## config.mk

```make
export PLATFORM = sky130hd
export DESIGN_NAME = next_pc_predictor
export DESIGN_NICKNAME = d
export VERILOG_FILES = /design/src/rtl/next_pc_predictor_pkg.sv /design/src/rtl/next_pc_predictor_sat_counter_table.sv /design/src/rtl/next_pc_predictor.sv
export SDC_FILE = /design/constraint.sdc
export NUM_CORES = 2
export LEC_CHECK = 0
export CAP_MARGIN = 5
export CORE_MARGIN = 8
export CORE_UTILIZATION = 37
export CTS_CLUSTER_DIAMETER = 200
export DETAILED_ROUTE_END_ITERATION = 8
export GPL_TIMING_DRIVEN = 0
export MAX_ROUTING_LAYER = met4
export PLACE_DENSITY_LB_ADDON = 0.3
export SLEW_MARGIN = 20
export SYNTH_ARGS = -nofsm -noshare
export SYNTH_HDL_FRONTEND = slang
export SYNTH_HIERARCHICAL = 1
export SYNTH_SLANG_ARGS = --single-unit
```

## constraint.sdc

```tcl
create_clock -name clk -period 5.8 [get_ports clk]
set_input_delay 0.58 -clock clk [delete_from_list [all_inputs] [get_ports clk]]
set_output_delay 0.58 -clock clk [all_outputs]
set_load 0.01 [all_outputs]
```

## src/rtl/next_pc_predictor_pkg.sv

```systemverilog
// Shared types and constants for the fetch-stage next-PC predictor.
// Holds the 2-bit counter encoding and its saturating update rule.
package next_pc_predictor_pkg;

   typedef enum logic [1:0] {
      SNT = 2'd0,
      WNT = 2'd1,
      WT  = 2'd2,
      ST  = 2'd3
   } ctr_t;

   localparam logic [31:0] PC_INC    = 32'd4;
   localparam ctr_t        CTR_RESET = WNT;
   localparam ctr_t        CTR_ALLOC = WT;

   function automatic ctr_t sat_update(input ctr_t ctr, input logic taken);
      ctr_t res;
      res = ctr;
      if (taken) begin
         if (ctr != ST) res = ctr_t'(ctr + 2'd1);
      end else begin
         if (ctr != SNT) res = ctr_t'(ctr - 2'd1);
      end
      return res;
   endfunction

endpackage

```

## src/rtl/next_pc_predictor_sat_counter_table.sv

```systemverilog
// Array of 2-bit saturating counters: one combinational read port,
// one write port that either allocates or applies a saturating step.
module sat_counter_table
   import next_pc_predictor_pkg::*;
#(
   parameter int ENTRIES = 32,
   parameter int IDX_W   = $clog2(ENTRIES)
) (
   input  logic             clk,
   input  logic             reset,
   input  logic [IDX_W-1:0] rd_idx,
   output ctr_t             rd_ctr,
   input  logic             wr_en,
   input  logic             wr_alloc,
   input  logic             wr_taken,
   input  logic [IDX_W-1:0] wr_idx
);

   ctr_t ctr_q [ENTRIES];

   assign rd_ctr = ctr_q[rd_idx];

   always_ff @(posedge clk) begin
      if (reset) begin
         for (int i = 0; i < ENTRIES; i++) ctr_q[i] <= CTR_RESET;
      end else if (wr_en) begin
         ctr_q[wr_idx] <= wr_alloc ? CTR_ALLOC
                                   : sat_update(ctr_q[wr_idx], wr_taken);
      end
   end

endmodule

```

## src/rtl/next_pc_predictor.sv

```systemverilog
// Fetch next-PC generator with direct-mapped BTB and 2-bit counters.
// Define GSHARE_PREDICT_EN to index counters by idx XOR global history.
module next_pc_predictor
   import next_pc_predictor_pkg::*;
#(
   parameter int BTB_ENTRIES = 32,
   parameter int GHR_BITS    = 5
) (
   input  logic        clk,
   input  logic        reset,
   input  logic [31:0] current_pc,
   input  logic        stall_in,
   input  logic        upd_valid,
   input  logic [31:0] upd_pc,
   input  logic        upd_taken,
   input  logic [31:0] upd_target,
   input  logic        upd_pred_taken,
   input  logic [31:0] upd_pred_target,
   output logic [31:0] next_pc,
   output logic        pc_write,
   output logic        pred_taken,
   output logic        mispredict
);

   localparam int IDX_W = $clog2(BTB_ENTRIES);
   localparam int TAG_W = 30 - IDX_W;

   if (BTB_ENTRIES < 2 || (1 << IDX_W) != BTB_ENTRIES) begin : g_chk_n
      $error("BTB_ENTRIES must be a power of two >= 2");
   end
   if (GHR_BITS < 1 || GHR_BITS > IDX_W) begin : g_chk_g
      $error("GHR_BITS must be in 1..log2(BTB_ENTRIES)");
   end

   logic             valid_q  [BTB_ENTRIES];
   logic [TAG_W-1:0] tag_q    [BTB_ENTRIES];
   logic [31:0]      target_q [BTB_ENTRIES];

   logic [IDX_W-1:0] idx, uidx, ctr_ridx, ctr_widx;
   logic [TAG_W-1:0] tag, utag;
   logic             lookup_hit, upd_hit, misp_raw;
   ctr_t             rd_ctr;
   logic             unused_lsb;

   assign idx        = current_pc[IDX_W+1:2];
   assign tag        = current_pc[31:IDX_W+2];
   assign uidx       = upd_pc[IDX_W+1:2];
   assign utag       = upd_pc[31:IDX_W+2];
   assign unused_lsb = ^{current_pc[1:0], upd_pc[1:0]};

`ifdef GSHARE_PREDICT_EN
   logic [GHR_BITS-1:0] ghr_q;

   assign ctr_ridx = idx ^ IDX_W'(ghr_q);
   assign ctr_widx = uidx ^ IDX_W'(ghr_q);

   always_ff @(posedge clk) begin
      if (reset) ghr_q <= '0;
      else if (upd_valid) ghr_q <= GHR_BITS'({ghr_q, upd_taken});
   end
`else
   assign ctr_ridx = idx;
   assign ctr_widx = uidx;
`endif

   sat_counter_table #(
      .ENTRIES (BTB_ENTRIES),
      .IDX_W   (IDX_W)
   ) u_ctr (
      .clk      (clk),
      .reset    (reset),
      .rd_idx   (ctr_ridx),
      .rd_ctr   (rd_ctr),
      .wr_en    (upd_valid & (upd_hit | upd_taken)),
      .wr_alloc (~upd_hit),
      .wr_taken (upd_taken),
      .wr_idx   (ctr_widx)
   );

   assign lookup_hit = valid_q[idx] & (tag_q[idx] == tag) & (rd_ctr >= WT);
   assign upd_hit    = valid_q[uidx] & (tag_q[uidx] == utag);
   assign misp_raw   = upd_valid &
                       ((upd_taken != upd_pred_taken) |
                        (upd_taken & (upd_target != upd_pred_target)));

   always_comb begin
      next_pc    = current_pc + PC_INC;
      pc_write   = ~stall_in;
      pred_taken = 1'b0;
      mispredict = 1'b0;
      if (reset) begin
         next_pc  = '0;
         pc_write = 1'b1;
      end else begin
         pred_taken = lookup_hit;
         if (misp_raw) begin
            mispredict = 1'b1;
            pc_write   = 1'b1;
            next_pc    = upd_taken ? upd_target : upd_pc + PC_INC;
         end else if (lookup_hit) begin
            next_pc = target_q[idx];
         end
      end
   end

   // A taken outcome both allocates on a miss and refreshes target on a hit.
   always_ff @(posedge clk) begin
      if (reset) begin
         for (int i = 0; i < BTB_ENTRIES; i++) valid_q[i] <= 1'b0;
      end else if (upd_valid & upd_taken) begin
         valid_q[uidx]  <= 1'b1;
         tag_q[uidx]    <= utag;
         target_q[uidx] <= upd_target;
      end
   end

endmodule

```

==> results.cfg <==
[synthesis]
synth_warnings = 6
synth_area_mm2 = 0.08360
syn_nets = 4368
postSynthCellCount = 4229
avgSynthCellArea_um2 = 19.77

[critical_path]
r2r_setup_slack_ps = 610
ff2ff_path_depth = 15
cp_max_fo = 10
worstPathRequired_ps = 6340
end_kind = flip-flop
cp.arrival_ps = 6390
worst_setup_path_start_kind = primary input
crit_type = primary input to flip-flop
crit-reg2reg-launch = tag_q[10][6]
rr_endpoint = u_ctr/ctr_q[21][1]

[run_status]
status = finished with violations
failed_checks = setup timing

[pwr]
ir_drop_uv = 310.9
powerDensity_mw_per_mm2 = 299.1
p_leak_nw = 31.67

[sta]
tightest_slew_ps = 1227
timing.fmax_ghz = 0.1712
setup_viol = 2
timing.final.max_slew_violations = 0
skew_ps = 47.87
finalCriticalPeriod_ps = 5843
rsz0062_at_grt = yes
min_period_over_period_pct = 100.7
relSlewSlack_pct = 18.22
final-hold-violation-count = 0
tns_ps = -83.10
worst_slack_ps = -42.71

[place]
hpwlAfterDp_um = 218200
dpl.cell_count = 7538
portBuffers = 167
gp_congestion = 0.9500

[drt]
wirelength_um = 317300
drtPass1Iterations = 7
via_per_inst = 6.444
antenna_left = 0
drcViolationCount = 0
vias = 51110
avgRoutedWirePerCell_um = 40.00
drt_iter0_drc = 9270

[hold_path]
min_from = upd_target[18]
min_path_cells = 2
min_to = target_q[29][18]
holdCritPathClass = primary input to flip-flop

[finish]
finalNetCount = 4897
finalNonFillerCells = 7931
area_growth_pct = 19.94
final_common_cell = edfxtp_1
mostFrequentLayoutCells = edfxtp_1 (1888), mux4_2 (705), clkbuf_16 (196), mux2i_1 (151), nand2_1 (115)
drive_above_1_share_pct = 33.27

[clocking]
htreeDepth = 4
cts_tree = yes
hold_buffers = 0
clk_latency_ps = 850
cts.path.max_buffers = 3
cts_buffers = 192
root_buffer = clkbuf_16
clk_pin_slew_ps = 60
clkSinkCount = 1920

[floorplan]
rows = 174
fp.dieW_um = 491.3
dieArea_mm2 = 0.2414
die_h_um = 491.3
initial_utilization_pct = 37.21
io_pins = 169
core_area_mm2 = 0.2247

[global_routing]
grt_util_all_layers_pct = 26.07
overflow = 0
grt_max_degree = 38
antenna_found_initial = 37
grt_pass1_vias = 49450
grt_pass1_wl_um = 423500

[flow_run]
cap_violations = 0
## where the power goes
group / total, mW / internal [mW] / switching (mW)
sequential: 15.3 / 15.3 / 0.0286
clock: 12.0 / 6.51 / 5.52
combinational: 2.63 / 0.968 / 1.66
## repair_timing
| item | CTS | global route |
|---|---|---|
| setup endpoints to repair | 163 | 81 |
| buffers inserted | 14 | 12 |
| pin swaps | 26 | 15 |
| gates resized for setup | 474 | 59 |
| gates cloned | 0 | 0 |
## state kept, by name (all words and copies together) (netlist names)
| name | flops |
|---|---|
| tag_q | 800 |
| target_q | 1024 |
| u_ctr/ctr_q | 64 |
| valid_q | 32 |
## how the worst max path moves through the flow
| stage | cells after the start | endpoint | slack, ps | startpoint |
|---|---|---|---|---|
| global route | 18 | u_ctr/ctr_q[21][1] | -20 | upd_pc[3] |
| finish | 17 | u_ctr/ctr_q[21][1] | -40 | upd_pc[3] |
| global placement | 7 | target_q[7][2] | -5710 | upd_taken |
| detailed placement | 17 | next_pc[19] | -3290 | current_pc[2] |
| floorplan | 16 | u_ctr/ctr_q[25][0] | 840 | upd_pc[2] |
| CTS | 17 | next_pc[14] | 0.2 | current_pc[3] |
## cell type report
class | instances | area (um^2)
Sequential cell | 1920 | 57340
Fill cell | 19210 | 124400
Multi-Input combinational cell | 1957 | 25470
Timing Repair Buffer | 343 | 5077
Buffer | 296 | 2471
Antenna cell | 19 | 47.55
Tap cell | 2992 | 3744
Inverter | 48 | 188.9
Clock inverter | 117 | 883.3
Clock buffer | 239 | 5055
## through the flow
stage	total power [mW]	worst slack (ps)	instance area, um^2	util, %	hold slack, ps
finish	29.99	-42.71	100300	44.63	217.2
global route	30.60	-20.53	100300	44.62	207.5
global placement	18.03	-5706	89020	39.62	464.9
floorplan	16.84	844.7	83600	-	458.8
detailed placement	18.06	-3292	92540	41.19	474.3
CTS	29.97	0.1976	99990	44.50	166.7
## layer usage
metal | vias to the layer above | GRT usage (%) | share of wire (%)
met5 | - | - | 0
met3 | 812 | 7.596 | 13
li1 | 19100 | - | -
met4 | 0 | 12.79 | 6.1
met1 | 27170 | 33.11 | 36
met2 | 4026 | 38.48 | 45
## critical path: stages
cell and delay, ps:
clkdlybuf4s15_2 410, clkbuf_1 350, buf_2 570, clkbuf_2 460, mux4_2 280, o22ai_1 100
nor4_1 880, nand3_1 290, or4_4 680, a21boi_4 200, buf_12 140, nor2b_1 210
nand2_1 170, or2_2 340, clkbuf_1 280, nor2_1 220, or2_2 160
Power figures use the tool's default switching activity.
